### src/rtl/ball_tracker_if.sv
// Centroid-in / track-out bundle for ball_tracker; the tracker uses the slave modport.
interface ball_tracker_if #(
  parameter int unsigned MAX_BALLS = 7
);
  logic        [8:0]           centroids_x_in [MAX_BALLS-1:0];
  logic        [7:0]           centroids_y_in [MAX_BALLS-1:0];
  logic        [2:0]           num_balls;
  logic                        data_valid_in;
  logic        [8:0]           tracks_x_out   [MAX_BALLS-1:0];
  logic        [7:0]           tracks_y_out   [MAX_BALLS-1:0];
  logic signed [9:0]           vel_x_out      [MAX_BALLS-1:0];
  logic signed [8:0]           vel_y_out      [MAX_BALLS-1:0];
  logic        [MAX_BALLS-1:0] lost_out;
  logic                        data_valid_out;
  logic                        busy_out;
  logic                        dropped_out;

  modport slave (
    input  centroids_x_in, centroids_y_in, num_balls, data_valid_in,
    output tracks_x_out, tracks_y_out, vel_x_out, vel_y_out, lost_out,
    output data_valid_out, busy_out, dropped_out
  );

  modport master (
    output centroids_x_in, centroids_y_in, num_balls, data_valid_in,
    input  tracks_x_out, tracks_y_out, vel_x_out, vel_y_out, lost_out,
    input  data_valid_out, busy_out, dropped_out
  );
endinterface

### src/rtl/ball_tracker.sv
// Frame-to-frame ball tracker: sequential greedy nearest-neighbour matching of centroids to tracks.
// Optional velocity outputs are built only when BALL_TRACKER_VELOCITY_EN is defined.
module ball_tracker #(
  parameter int unsigned MAX_BALLS = 7,
  parameter int unsigned MAX_JUMP  = 64
) (
  input logic           clk_in,
  input logic           rst_in,
  ball_tracker_if.slave bus
);

  localparam int unsigned IDX_W = (MAX_BALLS > 1) ? $clog2(MAX_BALLS) : 1;
  localparam int unsigned NW    = 3;
  localparam int unsigned DW    = 10;

  typedef enum logic [1:0] {S_IDLE, S_MATCH, S_OUTPUT} state_e;

  state_e               state_q, state_d;
  logic                 first_q, first_d;
  logic                 seed_q, seed_d;
  logic [NW-1:0]        n_q, n_d;
  logic [NW-1:0]        prev_n_q, prev_n_d;
  logic [IDX_W-1:0]     t_q, t_d, c_q, c_d;
  logic [DW-1:0]        min_q, min_d;
  logic [IDX_W-1:0]     bidx_q, bidx_d;
  logic [MAX_BALLS-1:0] claim_q, claim_d;
  logic [8:0]           cand_x_q [MAX_BALLS-1:0];
  logic [8:0]           cand_x_d [MAX_BALLS-1:0];
  logic [7:0]           cand_y_q [MAX_BALLS-1:0];
  logic [7:0]           cand_y_d [MAX_BALLS-1:0];
  logic [IDX_W-1:0]     best_q   [MAX_BALLS-1:0];
  logic [IDX_W-1:0]     best_d   [MAX_BALLS-1:0];
  logic [DW-1:0]        dist_q   [MAX_BALLS-1:0];
  logic [DW-1:0]        dist_d   [MAX_BALLS-1:0];
  logic [8:0]           trk_x_q  [MAX_BALLS-1:0];
  logic [8:0]           trk_x_d  [MAX_BALLS-1:0];
  logic [7:0]           trk_y_q  [MAX_BALLS-1:0];
  logic [7:0]           trk_y_d  [MAX_BALLS-1:0];
  logic [MAX_BALLS-1:0] lost_q, lost_d;
  logic                 valid_q, valid_d;
  logic                 busy_q, busy_d;
  logic                 dropped_q, dropped_d;
`ifdef BALL_TRACKER_VELOCITY_EN
  logic signed [9:0]    vel_x_q  [MAX_BALLS-1:0];
  logic signed [9:0]    vel_x_d  [MAX_BALLS-1:0];
  logic signed [8:0]    vel_y_q  [MAX_BALLS-1:0];
  logic signed [8:0]    vel_y_d  [MAX_BALLS-1:0];
`endif

  logic [8:0]       dx;
  logic [7:0]       dy;
  logic [DW-1:0]    dist_c;
  logic [DW-1:0]    cur_min;
  logic [IDX_W-1:0] cur_best;
  logic [IDX_W-1:0] last_idx;

  // Next-state, datapath and output logic
  always_comb begin
    state_d   = state_q;
    first_d   = first_q;
    seed_d    = seed_q;
    n_d       = n_q;
    prev_n_d  = prev_n_q;
    t_d       = t_q;
    c_d       = c_q;
    min_d     = min_q;
    bidx_d    = bidx_q;
    claim_d   = claim_q;
    cand_x_d  = cand_x_q;
    cand_y_d  = cand_y_q;
    best_d    = best_q;
    dist_d    = dist_q;
    trk_x_d   = trk_x_q;
    trk_y_d   = trk_y_q;
    lost_d    = lost_q;
`ifdef BALL_TRACKER_VELOCITY_EN
    vel_x_d   = vel_x_q;
    vel_y_d   = vel_y_q;
`endif
    valid_d   = 1'b0;
    dropped_d = bus.data_valid_in && (state_q != S_IDLE);
    last_idx  = IDX_W'(n_q - 3'd1);

    dx = (trk_x_q[t_q] >= cand_x_q[c_q]) ? (trk_x_q[t_q] - cand_x_q[c_q])
                                          : (cand_x_q[c_q] - trk_x_q[t_q]);
    dy = (trk_y_q[t_q] >= cand_y_q[c_q]) ? (trk_y_q[t_q] - cand_y_q[c_q])
                                          : (cand_y_q[c_q] - trk_y_q[t_q]);
    dist_c   = DW'(dx) + DW'(dy);
    cur_min  = (c_q == '0) ? {DW{1'b1}} : min_q;
    cur_best = (c_q == '0) ? '0 : bidx_q;

    case (state_q)
      S_IDLE: begin
        if (bus.data_valid_in) begin
          for (int unsigned i = 0; i < MAX_BALLS; i++) begin
            cand_x_d[i] = bus.centroids_x_in[i];
            cand_y_d[i] = bus.centroids_y_in[i];
          end
          n_d     = bus.num_balls;
          t_d     = '0;
          c_d     = '0;
          claim_d = '0;
          if (first_q || (bus.num_balls != prev_n_q) || (bus.num_balls == '0)) begin
            seed_d  = 1'b1;
            state_d = S_OUTPUT;
          end else begin
            seed_d  = 1'b0;
            state_d = S_MATCH;
          end
        end
      end

      S_MATCH: begin
        // Strict less-than keeps the lowest-index candidate on ties
        if (!claim_q[c_q] && (dist_c < cur_min)) begin
          cur_min  = dist_c;
          cur_best = c_q;
        end
        min_d  = cur_min;
        bidx_d = cur_best;
        if (c_q == last_idx) begin
          claim_d[cur_best] = 1'b1;
          best_d[t_q]       = cur_best;
          dist_d[t_q]       = cur_min;
          c_d               = '0;
          t_d               = t_q + IDX_W'(1);
          if (t_q == last_idx) begin
            state_d = S_OUTPUT;
          end
        end else begin
          c_d = c_q + IDX_W'(1);
        end
      end

      S_OUTPUT: begin
        for (int unsigned i = 0; i < MAX_BALLS; i++) begin
          trk_x_d[i] = '0;
          trk_y_d[i] = '0;
          lost_d[i]  = 1'b0;
`ifdef BALL_TRACKER_VELOCITY_EN
          vel_x_d[i] = '0;
          vel_y_d[i] = '0;
`endif
          if (NW'(i) < n_q) begin
            if (seed_q) begin
              trk_x_d[i] = cand_x_q[i];
              trk_y_d[i] = cand_y_q[i];
            end else if (dist_q[i] <= DW'(MAX_JUMP)) begin
              trk_x_d[i] = cand_x_q[best_q[i]];
              trk_y_d[i] = cand_y_q[best_q[i]];
`ifdef BALL_TRACKER_VELOCITY_EN
              vel_x_d[i] = $signed({1'b0, cand_x_q[best_q[i]]}) - $signed({1'b0, trk_x_q[i]});
              vel_y_d[i] = $signed({1'b0, cand_y_q[best_q[i]]}) - $signed({1'b0, trk_y_q[i]});
`endif
            end else begin
              trk_x_d[i] = trk_x_q[i];
              trk_y_d[i] = trk_y_q[i];
              lost_d[i]  = 1'b1;
            end
          end
        end
        prev_n_d = n_q;
        first_d  = 1'b0;
        valid_d  = 1'b1;
        state_d  = S_IDLE;
      end

      default: state_d = S_IDLE;
    endcase

    busy_d = (state_d != S_IDLE);
  end

  always_ff @(posedge clk_in or negedge rst_in) begin
    if (!rst_in) begin
      state_q   <= S_IDLE;
      first_q   <= 1'b1;
      seed_q    <= 1'b0;
      n_q       <= '0;
      prev_n_q  <= '0;
      t_q       <= '0;
      c_q       <= '0;
      min_q     <= '0;
      bidx_q    <= '0;
      claim_q   <= '0;
      lost_q    <= '0;
      valid_q   <= 1'b0;
      busy_q    <= 1'b0;
      dropped_q <= 1'b0;
      for (int unsigned i = 0; i < MAX_BALLS; i++) begin
        cand_x_q[i] <= '0;
        cand_y_q[i] <= '0;
        best_q[i]   <= '0;
        dist_q[i]   <= '0;
        trk_x_q[i]  <= '0;
        trk_y_q[i]  <= '0;
`ifdef BALL_TRACKER_VELOCITY_EN
        vel_x_q[i]  <= '0;
        vel_y_q[i]  <= '0;
`endif
      end
    end else begin
      state_q   <= state_d;
      first_q   <= first_d;
      seed_q    <= seed_d;
      n_q       <= n_d;
      prev_n_q  <= prev_n_d;
      t_q       <= t_d;
      c_q       <= c_d;
      min_q     <= min_d;
      bidx_q    <= bidx_d;
      claim_q   <= claim_d;
      lost_q    <= lost_d;
      valid_q   <= valid_d;
      busy_q    <= busy_d;
      dropped_q <= dropped_d;
      cand_x_q  <= cand_x_d;
      cand_y_q  <= cand_y_d;
      best_q    <= best_d;
      dist_q    <= dist_d;
      trk_x_q   <= trk_x_d;
      trk_y_q   <= trk_y_d;
`ifdef BALL_TRACKER_VELOCITY_EN
      vel_x_q   <= vel_x_d;
      vel_y_q   <= vel_y_d;
`endif
    end
  end

  assign bus.tracks_x_out   = trk_x_q;
  assign bus.tracks_y_out   = trk_y_q;
  assign bus.lost_out       = lost_q;
  assign bus.data_valid_out = valid_q;
  assign bus.busy_out       = busy_q;
  assign bus.dropped_out    = dropped_q;

`ifdef BALL_TRACKER_VELOCITY_EN
  assign bus.vel_x_out = vel_x_q;
  assign bus.vel_y_out = vel_y_q;
`else
  for (genvar g = 0; g < MAX_BALLS; g++) begin : g_no_vel
    assign bus.vel_x_out[g] = '0;
    assign bus.vel_y_out[g] = '0;
  end
`endif

endmodule

### src/flat_wrapper.sv
// flat-port wrapper written by rule: the top's interface ports become plain ports
module ball_tracker_flat 
#(
  parameter int unsigned MAX_BALLS = 7,
  parameter int unsigned MAX_JUMP  = 64
)
  (clk_in, rst_in, bus_centroids_x_in, bus_centroids_y_in, bus_num_balls, bus_data_valid_in, bus_tracks_x_out, bus_tracks_y_out, bus_vel_x_out, bus_vel_y_out, bus_lost_out, bus_data_valid_out, bus_busy_out, bus_dropped_out);
  ball_tracker_if #(.MAX_BALLS(MAX_BALLS)) bus_i ();
  input logic clk_in;
  input logic rst_in;
  input wire logic [$bits(bus_i.centroids_x_in)-1:0] bus_centroids_x_in;
  input wire logic [$bits(bus_i.centroids_y_in)-1:0] bus_centroids_y_in;
  input wire logic [$bits(bus_i.num_balls)-1:0] bus_num_balls;
  input wire logic [$bits(bus_i.data_valid_in)-1:0] bus_data_valid_in;
  output wire logic [$bits(bus_i.tracks_x_out)-1:0] bus_tracks_x_out;
  output wire logic [$bits(bus_i.tracks_y_out)-1:0] bus_tracks_y_out;
  output wire logic [$bits(bus_i.vel_x_out)-1:0] bus_vel_x_out;
  output wire logic [$bits(bus_i.vel_y_out)-1:0] bus_vel_y_out;
  output wire logic [$bits(bus_i.lost_out)-1:0] bus_lost_out;
  output wire logic [$bits(bus_i.data_valid_out)-1:0] bus_data_valid_out;
  output wire logic [$bits(bus_i.busy_out)-1:0] bus_busy_out;
  output wire logic [$bits(bus_i.dropped_out)-1:0] bus_dropped_out;
  assign bus_i.centroids_x_in = {>>{bus_centroids_x_in}};
  assign bus_i.centroids_y_in = {>>{bus_centroids_y_in}};
  assign bus_i.num_balls = bus_num_balls;
  assign bus_i.data_valid_in = bus_data_valid_in;
  assign bus_tracks_x_out = {>>{bus_i.tracks_x_out}};
  assign bus_tracks_y_out = {>>{bus_i.tracks_y_out}};
  assign bus_vel_x_out = {>>{bus_i.vel_x_out}};
  assign bus_vel_y_out = {>>{bus_i.vel_y_out}};
  assign bus_lost_out = bus_i.lost_out;
  assign bus_data_valid_out = bus_i.data_valid_out;
  assign bus_busy_out = bus_i.busy_out;
  assign bus_dropped_out = bus_i.dropped_out;
  ball_tracker #(.MAX_BALLS(MAX_BALLS), .MAX_JUMP(MAX_JUMP)) u_core (.clk_in(clk_in), .rst_in(rst_in), .bus(bus_i));
endmodule
### config.mk
export PLATFORM = sky130hd
export DESIGN_NAME = ball_tracker_flat
export DESIGN_NICKNAME = d
export VERILOG_FILES = /design/src/rtl/ball_tracker_if.sv /design/src/rtl/ball_tracker.sv /design/src/flat_wrapper.sv
export SDC_FILE = /design/constraint.sdc
export NUM_CORES = 1
export LEC_CHECK = 0
export ABC_AREA = 0
export BUFFER_PORTS_ARGS = -buffer_cell sky130_fd_sc_hd__buf_4
export CAP_MARGIN = 20
export CELL_PAD_IN_SITES_DETAIL_PLACEMENT = 0
export CELL_PAD_IN_SITES_GLOBAL_PLACEMENT = 1
export CORE_MARGIN = 2
export CORE_UTILIZATION = 45
export DETAILED_ROUTE_END_ITERATION = 8
export PLACE_DENSITY_LB_ADDON = 0.1
export SYNTH_ARGS = -nofsm -noshare
export SYNTH_HDL_FRONTEND = slang
export SYNTH_SLANG_ARGS = --single-unit
### constraint.sdc
create_clock -name clk_in -period 10.6 [get_ports clk_in]
set_input_delay 1.59 -clock clk_in [delete_from_list [all_inputs] [get_ports clk_in]]
set_output_delay 1.59 -clock clk_in [all_outputs]
set_load 0.02 [all_outputs]
==> flow_summary.json <==
{
  "outcome": "complete, no violations",
  "timing.final.crit_share_pct": 84.5,
  "h-tree-depth": 2,
  "layout-area-overhead-vs-synth_pct": 11.8,
  "yosysTopAreaCell": "dfrtp_1",
  "reg2reg_slack_ps": 1650,
  "hold_slack_ps": 474,
  "post-cts-setup-buffer-count": 0,
  "rsz0062_at_grt": "no",
  "synthCells": 3047,
  "hold_viol_final": 0,
  "finalClockSkew_ps": 40.5,
  "wl_met2_um": 43900,
  "dp_hpwl_um": 76700,
  "antenna_found_initial": 2,
  "reg2reg_to": "u_core.claim_q[6]",
  "core_um2": 59200,
  "cp_data_arrival_time_ps": 9440,
  "crit_chain": "mux2_2 > a22oi_1 > nor2_1 > a211oi_1 > ha_1 > nand4_1 > nor2_1 > o31a_1 > a211oi_2 > mux2_2 > fa_1 > a211oi_1 > o21bai_1 > a21oi_1 > a21oi_1 > nor2_1 > xor2_2 > inv_1 > ha_1 > nand4_1 > o211ai_2 > mux2i_1 > inv_1 > a32o_1",
  "synth_cell_types": 75,
  "reg2reg_depth": 24,
  "yosys_warnings": 0,
  "maxCapViolCount": 0,
  "gp_congestion": 0.930,
  "boundaryPins": 387,
  "ctsResizeCount": 0,
  "io_buffers": 253,
  "synth_ff_type": "dfrtp_1",
  "crit_path_top_delay_cell": "dfrtp_2",
  "row_count": 89,
  "max_freq_ghz": 0.112,
  "grt_pass1_wl_um": 155000,
  "drt-wirelength-per-cell_um": 26.9,
  "initial_core_util_pct": 45.8,
  "final_nets": 3293,
  "die_area_um2": 62200,
  "cts_root_buf": "clkbuf_16",
  "syn_area_per_cell_um2": 8.90,
  "routed_wl_um": 105000,
  "critical_path_buf_inv_count": 2,
  "fp.dieH_um": 249,
  "grt.total_usage_pct": 33.4,
  "fin_setup_tns_ps": 0,
  "cp-end-kind": "register",
  "slowest_delay_ps": 990,
  "clk_pin_slew_worst_paths_ps": 60,
  "synth_top_area_share_pct": 34.5,
  "crit_family": "compound AO/OA/AOI/OAI gates",
  "clock_latency_ps": 630,
  "top_layer": "met5",
  "worstSetupPathType": "reg -> reg",
  "drt-met1-wl_um": 47000,
  "setup.worst_path.start": "u_core.t_q[0]",
  "start_kind": "register",
  "cp.depth": 24,
  "grt_pass1_vias": 22100,
  "synth_most_common_cell": "nand2_1",
  "drc": 0,
  "vias": 23600,
  "slew_violations": 0,
  "dieWidth_um": 249,
  "wl_met3_um": 12200,
  "clockBufferDepth": 3,
  "vias_per_cell": 6.02,
  "setup_violations": 0,
  "crit_top_cell": "nor2_1",
  "crit_fanout": 38,
  "grt_max_degree": 164,
  "required_ps": 11090,
  "synth_common_cells": "nand2_1, dfrtp_1, o21ai_0",
  "first_iter_violations": 2263,
  "endpoint": "u_core.claim_q[6]",
  "slew-limit-headroom_pct": 22.8,
  "drtPass1Iterations": 6,
  "ys_seq_elements": 375,
  "r2r-start": "u_core.t_q[0]",
  "layout-drive-gt1-share_pct": 18.5,
  "fin_crit_ps": 8950,
  "synth_edf_count": 0,
  "cts_tree": "built",
  "syn-cell-area_um2": 27100,
  "hold_buffers": 0,
  "numCtsBuffers": 44,
  "synth-seq-area-share_pct": 34.6,
  "synth_area_leaders": "dfrtp_1, mux2i_1, mux4_2, nand2_1, o21ai_0",
  "synthArstFlopShare_pct": 100,
  "grt_overflow": 0,
  "cts.sinks": 375,
  "hp-class": "reg -> reg",
  "antenna_cells": 0,
  "ant_nets": 0,
  "tightest_slew_ps": 1150
}
==> logic make-up after synthesis <==
kind of cell,share of synthesized area [%]
AOI/OAI and AO/OA,16.0
xor gates and xnor gates,0.891
adders and majority gates,2.82
buffers and inverters,8.68
DFF,34.6
muxes,22.9
other,0.0138
and+or+nand+nor,14.2
==> sequential cells by signal, summed over array words and instances (netlist names) <==
register	cells
u_core.dist_q	70
u_core.bus.tracks_x_out	63
u_core.cand_x_q	63
u_core.bus.tracks_y_out	56
u_core.cand_y_q	56
u_core.best_q	21
u_core.min_q	10
u_core.bus.lost_out	7
u_core.claim_q	7
u_core.bidx_q	3
u_core.c_q	3
u_core.n_q	3
u_core.prev_n_q	3
u_core.t_q	3
u_core.state_q	2
u_core.bus.busy_out	1
u_core.bus.data_valid_out	1
u_core.bus.dropped_out	1
u_core.first_q	1
u_core.seed_q	1
==> cell usage in the layout (no fill, tap or decap), types with 8 or more instances in the layout <==
cell and instances:
clkbuf_16 44, nor3_1 12, a31oi_1 8, nand3_1 13, buf_4 301, a21o_1 34
mux2i_1 304, mux4_2 129, a22oi_1 23, mux2_2 22, nor2_1 139, a22o_1 72
a21oi_1 97, nor2b_1 17, ha_1 53, xnor2_1 14, a211oi_1 12, inv_1 51
o21ai_0 351, clkinv_2 9, a221oi_1 16, dfrtp_1 368, o21a_1 15, conb_1 133
clkbuf_1 8, nand2_1 721, o21ai_2 8, xor2_1 9
==> worst min-delay path, stage by stage, from the launching register on <==
cell and delay, ps:
dfrtp_1 340, nand2_1 40, o21ai_0 60
==> final cells by class <==
class                           instances  area (um2)
Inverter                               51         191
Tap cell                              773         967
Clock inverter                         19         223
Timing Repair Buffer                  309        2360
Multi-Input combinational cell       2329       15900
Fill cell                            5647       28900
Clock buffer                           59        1230
Sequential cell                       375        9400
==> stage by stage <==
step	setup slack, ps	std cells	instance area (um2)	util [%]
floorplan	3390	3179	27600	-
global route	1110	3915	30300	51.2
CTS	1740	3911	30300	51.1
global placement	2010	3831	28800	48.6
detailed placement	1810	3833	28800	48.6
finish	1650	3915	30300	51.2
==> worst min-delay path by stage <==
stage               slack (ps)           endpoint               from  cells after the start
CTS                        480   u_core.bidx_q[0]   u_core.bidx_q[0]                      2
detailed placement         460   u_core.bidx_q[0]   u_core.bidx_q[0]                      2
global route               510   u_core.dist_q[4]   u_core.dist_q[4]                      2
finish                     470   u_core.bidx_q[0]   u_core.bidx_q[0]                      2
floorplan                  440  u_core.dist_q[32]  u_core.dist_q[32]                      2
global placement           460  u_core.dist_q[33]  u_core.dist_q[33]                      2
==> routing by layer <==
metal  vias to the layer above  GRT usage (%)
met2                      1180           46.3
met5                         -              0
li1                      10500              -
met4                         4           7.62
met1                     11700           49.6
met3                       137           11.5
Power is left out: the tool's default activity adds up to more than one toggle a clock period on the data nets, which glitch-free logic cannot reach.
